$ cat src/rtl/mux8_rr_arbiter.sv
// Round-robin arbiter and sequencer for a shared 8:1 mux. Grants one requester at a time,
// drives the registered mux select, and bounds each tenure with a hold limit.
module mux8_rr_arbiter #(
  parameter int N_REQ    = 8,
  parameter int SEL_W    = 3,
  parameter int MAX_HOLD = 4
) (
  input  logic             clk,
  input  logic             rst_n,
  input  logic             arb_en,
  input  logic [N_REQ-1:0] req,
  output logic [N_REQ-1:0] gnt,
  output logic [SEL_W-1:0] sel,
  output logic             busy,
  output logic [3:0]       hold_cnt
);

  localparam logic       LIMIT_EN  = (MAX_HOLD != 0);
  localparam logic [3:0] HOLD_LAST = (MAX_HOLD == 0) ? 4'd15 : 4'(MAX_HOLD - 1);
  localparam logic [3:0] HOLD_SAT  = 4'd15;

  typedef enum logic [0:0] {
    IDLE  = 1'b0,
    GRANT = 1'b1
  } state_t;

  state_t           state_q, state_d;
  logic [SEL_W-1:0] ptr_q, ptr_d;
  logic [N_REQ-1:0] gnt_q, gnt_d;
  logic [SEL_W-1:0] sel_q, sel_d;
  logic             busy_q, busy_d;
  logic [3:0]       hold_q, hold_d;

  logic             owner_req_s;
  logic             release_s;
  logic [N_REQ-1:0] cand_s;
  logic [SEL_W-1:0] next_ptr_s;
  logic [SEL_W-1:0] win_idle_s;
  logic [SEL_W-1:0] win_hand_s;

  // First set bit of mask scanning from ptr upwards, wrapping 7 -> 0.
  function automatic logic [SEL_W-1:0] pick(input logic [SEL_W-1:0] ptr,
                                            input logic [N_REQ-1:0] mask);
    logic [SEL_W-1:0] idx;
    logic             found;
    pick  = ptr;
    found = 1'b0;
    for (int i = 0; i < N_REQ; i++) begin
      idx = ptr + SEL_W'(i);
      if (!found && mask[idx]) begin
        pick  = idx;
        found = 1'b1;
      end
    end
  endfunction

  function automatic logic [N_REQ-1:0] onehot(input logic [SEL_W-1:0] idx);
    logic [N_REQ-1:0] one;
    one    = {{(N_REQ-1){1'b0}}, 1'b1};
    onehot = one << idx;
  endfunction

  // Release and candidate decode for the current owner.
  always_comb begin
    owner_req_s = req[sel_q];
    cand_s      = req & ~onehot(sel_q);
    next_ptr_s  = sel_q + {{(SEL_W-1){1'b0}}, 1'b1};
    release_s   = !owner_req_s || (LIMIT_EN && (hold_q == HOLD_LAST));
    win_idle_s  = pick(ptr_q, req);
    win_hand_s  = pick(next_ptr_s, cand_s);
  end

  // Next-state logic for the grant FSM.
  always_comb begin
    state_d = state_q;
    ptr_d   = ptr_q;
    gnt_d   = gnt_q;
    sel_d   = sel_q;
    hold_d  = hold_q;
    case (state_q)
      IDLE: begin
        if (arb_en && (|req)) begin
          state_d = GRANT;
          gnt_d   = onehot(win_idle_s);
          sel_d   = win_idle_s;
          hold_d  = 4'd0;
        end else begin
          gnt_d  = {N_REQ{1'b0}};
          hold_d = 4'd0;
        end
      end
      GRANT: begin
        if (!release_s) begin
          if (hold_q != HOLD_SAT) begin
            hold_d = hold_q + 4'd1;
          end else begin
            hold_d = hold_q;
          end
        end else begin
          ptr_d = next_ptr_s;
          if (arb_en && (|cand_s)) begin
            // Back-to-back handover: no idle cycle between owners.
            gnt_d  = onehot(win_hand_s);
            sel_d  = win_hand_s;
            hold_d = 4'd0;
          end else if (arb_en && owner_req_s) begin
            hold_d = 4'd0;
          end else begin
            state_d = IDLE;
            gnt_d   = {N_REQ{1'b0}};
            hold_d  = 4'd0;
          end
        end
      end
      default: begin
        state_d = IDLE;
        gnt_d   = {N_REQ{1'b0}};
        hold_d  = 4'd0;
      end
    endcase
    busy_d = |gnt_d;
  end

  // State and output registers.
  always_ff @(posedge clk or negedge rst_n) begin
    if (!rst_n) begin
      state_q <= IDLE;
      ptr_q   <= {SEL_W{1'b0}};
      gnt_q   <= {N_REQ{1'b0}};
      sel_q   <= {SEL_W{1'b0}};
      busy_q  <= 1'b0;
      hold_q  <= 4'd0;
    end else begin
      state_q <= state_d;
      ptr_q   <= ptr_d;
      gnt_q   <= gnt_d;
      sel_q   <= sel_d;
      busy_q  <= busy_d;
      hold_q  <= hold_d;
    end
  end

  assign gnt      = gnt_q;
  assign sel      = sel_q;
  assign busy     = busy_q;
  assign hold_cnt = hold_q;

endmodule

$ cat config.mk
export PLATFORM = sky130hd
export DESIGN_NAME = mux8_rr_arbiter
export DESIGN_NICKNAME = d
export VERILOG_FILES = /design/src/rtl/mux8_rr_arbiter.sv
export SDC_FILE = /design/constraint.sdc
export NUM_CORES = 1
export LEC_CHECK = 0
export CORE_AREA = 5 5 96 98
export CTS_CLUSTER_DIAMETER = 30
export DETAILED_ROUTE_END_ITERATION = 10
export DIE_AREA = 0 0 101 103
export PLACE_DENSITY = 0.54
export RECOVER_POWER = 50
export SLEW_MARGIN = 20
export SYNTH_ARGS = -nofsm -noshare
export SYNTH_HDL_FRONTEND = slang
export SYNTH_SLANG_ARGS = --single-unit
$ cat constraint.sdc
create_clock -name clk -period 4.95 [get_ports clk]
set_input_delay 0.99 -clock clk [delete_from_list [all_inputs] [get_ports clk]]
set_output_delay 0.99 -clock clk [all_outputs]
set_load 0.005 [all_outputs]
==> results of run 1 <==
-- worst paths after layout --
check,start,end,slack (ns),cells after the start
worst max-delay path,req[4],gnt[1],0.90,9
worst min-delay path,gnt[7],gnt[7],0.54,2
worst max register to register,sel[1],gnt[2],1.05,10
worst min register to register,gnt[7],gnt[7],0.54,2
max in group asynchronous,rst_n,gnt[2],3.06,1
min in group asynchronous,rst_n,state_q,1.32,1
-- per-layer routing --
| layer | vias up | global-route usage [%] |
|---|---|---|
| li1 | 1500 | - |
| met4 | 0 | 3.37 |
| met5 | - | 0 |
| met2 | 74 | 31.5 |
| met3 | 6 | 1.69 |
| met1 | 1514 | 24.5 |
-- cells by family after synthesis --
family,count (synthesis)
compound gates,133
xor+xnor,8
fa+ha+maj,10
buf+inv,45
flops,20
mux,48
simple gates,113
-- state kept, by name, summed over array words and instances, names as in the netlist --
signal and cells:
gnt 8, hold_cnt 4, ptr_q 3, sel 3
busy 1, state_q 1
-- stage by stage --
stage               instances  setup WS [ns]
detailed placement        488          0.679
global placement          488          0.725
finish                    492          0.903
CTS                       492          0.967
floorplan                 377           1.35
global route              492          0.732
-- critical path: cells and delay by family --
kind | cells | cell delay [ns]
AO/OA/AOI/OAI | 4 | 0.93
multiplexers | 1 | 0.70
AND/OR/NAND/NOR | 3 | 0.85
buffers and inverters | 1 | 0.73
-- placed cells by master, fill, tap and decap left out, types with 3 or more instances in the layout --
cell type / count
mux2i_1: 18
mux4_1: 5
a221oi_1: 4
nor2b_1: 11
buf_4: 7
dfrtp_1: 20
a32o_1: 3
o32a_1: 4
nand2_1: 36
and2_1: 4
o21ai_0: 23
a21o_1: 9
o211ai_1: 10
xnor2_1: 3
nand2b_1: 7
nor3_1: 6
o21a_1: 4
nor4_1: 3
o22ai_1: 3
ha_1: 10
a211oi_1: 8
nor2_1: 14
a31oi_1: 11
mux2_2: 11
dlygate4sd3_1: 9
inv_1: 14
o211a_1: 3
and3_1: 3
clkbuf_8: 3
clkdlybuf4s50_1: 17
mux4_2: 13
a21oi_1: 19
o221ai_1: 9
nor3b_1: 5
nand3_1: 7
xnor2_2: 3
-- layout make-up --
| class | count | area (um2) | share of cell area [%] |
|---|---|---|---|
| clock buffers | 3 | 41.3 | 1.15 |
| repair buffers | 33 | 313 | 8.69 |
| flip-flops and latches | 20 | 500 | 13.9 |
| inverters | 15 | 56.3 | 1.56 |
| multi-input cells | 312 | 2520 | 70.1 |
| well taps | 108 | 135 | 3.76 |
| clock inverters | 1 | 30.0 | 0.834 |
==> impl_summary.log, run 1 <==
INFO  metric post_cts_buffers = 0
INFO  metric hpwl = 6920 um
INFO  metric worst_hold_slack = 0.536 ns
INFO  metric final_area = 3600 um2
INFO  metric arrival_time_of_data_at_the_critical_path_endpoint = 4.21 ns
INFO  metric synth.top_cells.by_count = nand2_1, o21ai_0, dfrtp_1
INFO  metric top_layer_used = met4
INFO  metric met3WireLength = 337 um
INFO  metric final.fill_count = 815
INFO  metric hold_class = register to register
INFO  metric grt.total_usage = 18.0%
INFO  metric drt_pass1_iterations = 4
INFO  metric grt_setup_unrepaired = no
INFO  metric flow.area_growth_from_synthesis = 11.5%
INFO  metric floorplan.rows = 34
INFO  metric cp_slowest_stage_delay = 0.73 ns
INFO  metric drtAntennaViolNets = 0
INFO  metric synth_largest_type_area_fraction = 15.5%
INFO  metric critical_path.cell_chain = clkdlybuf4s50_1, mux4_1, nor2b_1, a22oi_1, nand4bb_1, a32o_1, a21o_1, or3_1, o221ai_1
INFO  metric m1WireLength = 4290 um
INFO  metric worstMarginPinSlew = 0.940 ns
INFO  metric final_core_utilization = 42.9%
INFO  metric cts_buffers = 3
INFO  metric synthMostInstantiatedCell = nand2_1
INFO  metric first_pass_grt_wire_length = 15300 um
INFO  metric gr-total-overflow = 0
INFO  metric timing.critical_path.from_type = input port
INFO  metric routed_via_density = 6.29
INFO  metric fin_crit_sh = 81.8%
INFO  metric worst-endpoint-required = 5.12 ns
INFO  metric end_kind = register
INFO  metric timing.critical_path.fanout_max = 15
INFO  metric synth_flop_cell = dfrtp_1
INFO  metric clkSlewWorstSetupHoldPaths = 0.07 ns
INFO  metric core = 8380 um2
INFO  metric number_of_synthesized_register_bits = 20
INFO  metric result_of_the_run = complete, no violations
INFO  metric post_synth_inst_count = 377
INFO  metric setup_viol = 0
INFO  metric final_nets = 406
INFO  metric chipWidth = 101 um
INFO  metric post_synth_xor_area_fraction = 2.87%
INFO  metric skew = 0.00490 ns
INFO  metric synthDistinctLibCells = 71
INFO  metric finalCriticalPeriod = 4.05 ns
INFO  metric max_cap_viols = 0
INFO  metric tns = 0 ns
INFO  metric synth.area.mux_share = 23.0%
INFO  metric synth-warning-count = 0
INFO  metric h_tree_depth = 1
INFO  metric syn_area = 3230 um2
INFO  metric synthAdderAreaFrac = 3.88%
INFO  metric clk_root_buf = clkbuf_8
INFO  metric drc_viols = 0
INFO  metric vias_in_the_first_global_route = 3005
INFO  metric antennaDiodeCount = 0
INFO  metric post_route_cells_drive_above_1_share = 12.0%
INFO  metric maxSlewHeadroom = 37.1%
INFO  metric ys_seq_area_share = 15.5%
INFO  metric portBuffers = 26
INFO  metric route.met2.wl = 4560 um
INFO  metric largest_net_degree_at_the_start_of_global_routing = 37
INFO  metric fp.dieArea = 10400 um2
INFO  metric clk_latency = 0.26 ns
INFO  metric initial_utilization = 38.5%
INFO  metric yosys.area.top_type = dfrtp_1
INFO  metric ioPinCount = 27
INFO  metric place_congestion = 0.849
INFO  metric clock-sinks = 20
INFO  metric antenna_found_initial = 0
INFO  metric placed_cell_area = 3530 um2
INFO  metric async_reset_ff_share = 100%
INFO  metric drt_iter0_markers = 183
INFO  metric die-height = 103 um
INFO  metric dr_total_vias = 3094
INFO  metric hold_viol = 0
INFO  metric combinational_family_with_the_most_area_after_synthesis = compound AO/OA/AOI/OAI gates
INFO  metric critPathSlowestCell = clkdlybuf4s50_1
INFO  metric detail_route.wl_per_cell = 18.9 um
INFO  metric synth_top_cells_by_area = dfrtp_1, mux4_2, mux2i_1
INFO  metric tritoncts = done
INFO  metric synth_nets = 398
INFO  metric timing.setup.critical_path_class = input port to register
INFO  metric postCtsResizedCells = 0
INFO  metric synth-compound-area-share = 29.4%
INFO  metric clock.fmax = 0.247 GHz
INFO  metric synthSimpleGateAreaFrac = 19.0%
INFO  metric synth_edf_count = 0
INFO  metric wirelength = 9300 um
INFO  metric cts_hold_buffers = 0
INFO  metric clockBufferDepth = 2
INFO  metric syn_avg_cell_area = 8.56 um2
INFO  metric number_of_pins_with_negative_max_slew_slack_in_the_final_report = 0
Power of run 1 is left out: the tool's default activity adds up to more than one toggle a clock period on the data nets, which glitch-free logic cannot reach.
==> run 2: changes to the inputs <==
--- a/config.mk
+++ b/config.mk
@@ -9,7 +9,7 @@
 export CTS_CLUSTER_DIAMETER = 30
 export DETAILED_ROUTE_END_ITERATION = 10
 export DIE_AREA = 0 0 101 103
-export PLACE_DENSITY = 0.54
+export PLACE_DENSITY = 0.56
 export RECOVER_POWER = 50
 export SLEW_MARGIN = 20
 export SYNTH_ARGS = -nofsm -noshare
==> constraint.sdc (replaced) <==
create_clock -name clk -period 3.5 [get_ports clk]
set_input_delay 0.7 -clock clk [delete_from_list [all_inputs] [get_ports clk]]
set_output_delay 0.7 -clock clk [all_outputs]
set_load 0.005 [all_outputs]
==> impl_summary.log, run 2 (same netlist as run 1, synthesis figures left out) <==
INFO  metric hp-start = gnt[2]
INFO  metric dr_total_vias = 3310
INFO  metric antenna_found_initial = 0
INFO  metric max_cap_viols = 0
INFO  metric die-height = 103 um
INFO  metric floorplan.rows = 34
INFO  metric post_cts_buffers = 0
INFO  metric hpwl = 7730 um
INFO  metric worst_hold_slack = 0.525 ns
INFO  metric chipWidth = 101 um
INFO  metric detail_route.wl_per_cell = 17.4 um
INFO  metric multi_input_area = 2550 um2
INFO  metric critical_path.n_buffers_inverters = 3
INFO  metric tritoncts = done
INFO  metric clock.fmax = 0.297 GHz
INFO  metric tns = 0 ns
INFO  metric seqCellArea = 500 um2
INFO  metric clock-sinks = 20
INFO  metric most-common-layout-cells = buf_4, nand2_1, o21ai_0
INFO  metric final_area = 4160 um2
INFO  metric grt_setup_unrepaired = no
INFO  metric largest_reg_flops = 8
INFO  metric end_kind = register
INFO  metric drt_pass1_iterations = 7
INFO  metric cp_slowest_stage_delay = 0.51 ns
INFO  metric critical_path.cell_chain = clkdlybuf4s50_1, buf_4, mux4_2, buf_4, mux2i_1, o21ai_0, o21ai_0, nand3b_1, a32oi_1, or3_1, o221ai_1
INFO  metric place_congestion = 0.964
INFO  metric hold_class = register to register
INFO  metric drt_iter0_markers = 187
INFO  metric worst-endpoint-required = 3.68 ns
INFO  metric largest_net_degree_at_the_start_of_global_routing = 23
INFO  metric fin_crit_sh = 96.1%
INFO  metric result_of_the_run = complete, no violations
INFO  metric post_route_cells_drive_above_1_share = 27.6%
INFO  metric clockBufferDepth = 2
INFO  metric postCtsResizedCells = 0
INFO  metric worstMarginPinSlew = 0.972 ns
INFO  metric flow.area_growth_from_synthesis = 28.8%
INFO  metric number_of_pins_with_negative_max_slew_slack_in_the_final_report = 0
INFO  metric worstHoldEndpoint = gnt[2]
INFO  metric portBuffers = 26
INFO  metric final_nets = 478
INFO  metric timing.critical_path.from_type = input port
INFO  metric cts_buffers = 3
INFO  metric fp.dieArea = 10400 um2
INFO  metric r2r-end = gnt[3]
INFO  metric timing.setup.critical_path_class = input port to register
INFO  metric clk_root_buf = clkbuf_8
INFO  metric routed_via_density = 5.87
INFO  metric final_core_utilization = 49.6%
INFO  metric maxSlewHeadroom = 35.0%
INFO  metric grt.total_usage = 19.0%
INFO  metric setup_viol = 0
INFO  metric clk_latency = 0.27 ns
INFO  metric hold_viol = 0
INFO  metric antennaDiodeCount = 0
INFO  metric ioPinCount = 27
INFO  metric finalCriticalPeriod = 3.36 ns
INFO  metric initial_utilization = 38.5%
INFO  metric wirelength = 9840 um
INFO  metric core = 8380 um2
INFO  metric setup.reg_to_reg.worst_slack = 0.25 ns
INFO  metric vias_in_the_first_global_route = 3228
INFO  metric h_tree_depth = 1
INFO  metric layout_commonest_cell = buf_4
INFO  metric critPathTopFamily = buffers and inverters
INFO  metric arrival_time_of_data_at_the_critical_path_endpoint = 3.54 ns
INFO  metric final.fill_count = 797
INFO  metric clkSlewWorstSetupHoldPaths = 0.08 ns
INFO  metric timing.critical_path.fanout_max = 6
INFO  metric placed_cell_area = 4070 um2
INFO  metric first_pass_grt_wire_length = 16100 um
INFO  metric skew = 0.00456 ns
INFO  metric gr-total-overflow = 0
INFO  metric cts_hold_buffers = 0
INFO  metric critPathSlowestCell = clkdlybuf4s50_1
INFO  metric drc_viols = 0
INFO  metric drtAntennaViolNets = 0
INFO  metric worstRegToRegCells = 11
INFO  metric critical_path.reg2reg.startpoint = sel[0]
INFO  metric worst_hold_stages = 2
[run 2: through the flow]
stage	instances	worst slack [ns]
finish	564	0.137
global route	564	0.00216
CTS	564	0.0972
detailed placement	560	-0.194
global placement	560	-0.161
floorplan	377	0.0300
[run 2: final cells by class]
class	count	area share, %
multi-input combinational	312	61.4
timing repair buffer	105	20.7
sequential	20	12.0
tap	108	3.25
inverter	15	1.36
clock buffer	4	1.32
[run 2: how the worst max path moves through the flow]
stage,cells after the start,end,slack [ns],startpoint
after global routing,11,gnt[2],0.002,req[7]
after CTS,11,gnt[1],0.1,req[0]
final,11,gnt[1],0.14,req[5]
after global placement,11,gnt[2],-0.16,req[5]
after detailed placement,11,gnt[1],-0.19,req[0]
after floorplan,13,gnt[1],0.03,ptr_q[1]
[run 2: tightest hold or removal path: cells and delay by family (launching register included)]
| family | cells | cell delay [ns] |
|---|---|---|
| simple gates | 1 | 0.06 |
| compound gates | 1 | 0.06 |
| flops | 1 | 0.37 |
[run 2: per-layer routing]
metal	up-vias	routed length, um	GRT usage, %
met4	0	143	3.58
li1	1635	-	-
met2	55	4900	33.5
met5	-	0	0
met1	1607	4570	25.9
met3	13	229	1.42
Power of run 2 is left out for the same reason.
==> run 3: changes to the inputs <==
--- a/config.mk
+++ b/config.mk
@@ -9,6 +9,7 @@
 export CTS_CLUSTER_DIAMETER = 30
 export DETAILED_ROUTE_END_ITERATION = 10
 export DIE_AREA = 0 0 101 103
+export GPL_TIMING_DRIVEN = 0
 export PLACE_DENSITY = 0.56
 export RECOVER_POWER = 50
 export SLEW_MARGIN = 20
==> impl_summary.log, run 3 (same netlist as run 1, synthesis figures left out) <==
INFO  metric hold_viol = 0
INFO  metric multi_input_area = 2840 um2
INFO  metric cp_slowest_stage_delay = 0.56 ns
INFO  metric setup_viol = 0
INFO  metric hpwl = 7510 um
INFO  metric critical_path.cell_chain = clkdlybuf4s50_1, buf_6, mux4_2, mux2_2, o211ai_1, nand4bb_4, a32o_1, a21o_1, or3_4, o221ai_2
INFO  metric critical_path.n_buffers_inverters = 2
INFO  metric result_of_the_run = complete, no violations
INFO  metric timing.critical_path.fanout_max = 10
INFO  metric cts_hold_buffers = 0
INFO  metric floorplan.rows = 34
INFO  metric cts_buffers = 3
INFO  metric critical_path.reg2reg.startpoint = ptr_q[0]
INFO  metric clock.fmax = 0.290 GHz
INFO  metric wirelength = 10900 um
INFO  metric worst_hold_stages = 2
INFO  metric vias_in_the_first_global_route = 3256
INFO  metric ioPinCount = 27
INFO  metric core = 8380 um2
INFO  metric final_area = 4450 um2
INFO  metric clock-sinks = 20
INFO  metric worst-endpoint-required = 3.67 ns
INFO  metric drc_viols = 0
INFO  metric most-common-layout-cells = buf_4, nand2_1, o21ai_0
INFO  metric dr_total_vias = 3398
INFO  metric post_route_cells_drive_above_1_share = 34.3%
INFO  metric timing.critical_path.from_type = input port
INFO  metric number_of_pins_with_negative_max_slew_slack_in_the_final_report = 0
INFO  metric setup.reg_to_reg.worst_slack = 0.10 ns
INFO  metric clk_latency = 0.25 ns
INFO  metric gr-total-overflow = 0
INFO  metric r2r-end = gnt[1]
INFO  metric hp-start = gnt[1]
INFO  metric grt.total_usage = 19.9%
INFO  metric tritoncts = done
INFO  metric worstHoldEndpoint = gnt[1]
INFO  metric worstRegToRegCells = 12
INFO  metric place_congestion = 0.863
INFO  metric clkSlewWorstSetupHoldPaths = 0.07 ns
INFO  metric final.fill_count = 791
INFO  metric clk_root_buf = clkbuf_8
INFO  metric drt_iter0_markers = 183
INFO  metric fp.dieArea = 10400 um2
INFO  metric portBuffers = 26
INFO  metric clockBufferDepth = 2
INFO  metric antenna_found_initial = 0
INFO  metric max_cap_viols = 0
INFO  metric maxSlewHeadroom = 39.1%
INFO  metric antennaDiodeCount = 0
INFO  metric layout_commonest_cell = buf_4
INFO  metric worstMarginPinSlew = 0.911 ns
INFO  metric final_nets = 469
INFO  metric skew = 0.00483 ns
INFO  metric grt_setup_unrepaired = yes
INFO  metric drtAntennaViolNets = 0
INFO  metric critPathSlowestCell = mux4_2
INFO  metric routed_via_density = 6.13
INFO  metric chipWidth = 101 um
INFO  metric end_kind = register
INFO  metric flow.area_growth_from_synthesis = 37.9%
INFO  metric detail_route.wl_per_cell = 19.6 um
INFO  metric arrival_time_of_data_at_the_critical_path_endpoint = 3.61 ns
INFO  metric hold_class = register to register
INFO  metric fin_crit_sh = 98.4%
INFO  metric largest_net_degree_at_the_start_of_global_routing = 21
INFO  metric timing.setup.critical_path_class = input port to register
INFO  metric placed_cell_area = 3620 um2
INFO  metric initial_utilization = 38.5%
INFO  metric finalCriticalPeriod = 3.45 ns
INFO  metric h_tree_depth = 1
INFO  metric drt_pass1_iterations = 4
INFO  metric die-height = 103 um
INFO  metric largest_reg_flops = 8
INFO  metric seqCellArea = 504 um2
INFO  metric first_pass_grt_wire_length = 16700 um
INFO  metric critPathTopFamily = compound AO/OA/AOI/OAI gates
==> run 3: per-stage QoR <==
stage / utilization [%] / setup slack, ns / hold slack, ns / setup TNS (ns) / instances
2_1_floorplan: - / 0.0300 / 0.404 / 0 / 377
6_report: 53.1 / 0.0543 / 0.524 / 0 / 554
5_1_grt: 53.1 / -0.0488 / 0.551 / -0.220 / 554
3_5_place_dp: 43.3 / -0.693 / 0.524 / -6.98 / 511
4_1_cts: 47.8 / 0.00379 / 0.536 / 0 / 527
3_3_place_gp: 43.3 / -0.731 / 0.525 / -7.06 / 511
==> run 3: worst max path at each step <==
stage	from	endpoint	slack, ns	cells past startpoint
2_1_floorplan	ptr_q[1]	gnt[1]	0.03	13
3_3_place_gp	sel[0]	gnt[7]	-0.73	13
3_5_place_dp	sel[0]	gnt[7]	-0.69	14
4_1_cts	ptr_q[1]	gnt[1]	0.004	13
5_1_grt	sel[0]	gnt[7]	-0.05	13
6_report	req[6]	gnt[1]	0.05	10
==> run 3: cell type report <==
type / instances / share of cell area [%]
multi-input cells: 312 / 63.7
repair buffers: 67 / 13.1
flip-flops and latches: 20 / 11.3
plain buffers: 29 / 6.24
well taps: 108 / 3.04
inverters: 15 / 1.66
clock buffers: 3 / 0.928
==> run 3: repair_timing <==
item / 4_1_cts / 5_1_grt
pin swaps: 8 / 21
endpoints found under the setup margin: 12 / 12
resized for setup: 62 / 64
buffers inserted: 14 / 27
==> run 3: routing by layer <==
metal  wire, um  GRT usage [%]  vias up
met3        359           1.29       14
met4        193           5.01        0
met2       5530           35.5       87
met5          0              0        -
li1           -              -     1623
met1       4770           26.2     1674
==> run 3: worst reg2reg max path, delay by kind of cell, from the launching register on <==
| kind | cells | cell delay (ns) |
|---|---|---|
| compound gates | 4 | 0.90 |
| simple gates | 1 | 0.42 |
| flops | 1 | 0.40 |
| mux | 2 | 0.73 |
| fa+ha+maj | 1 | 0.31 |
| buf+inv | 4 | 0.55 |
Power of run 3 is left out for the same reason.
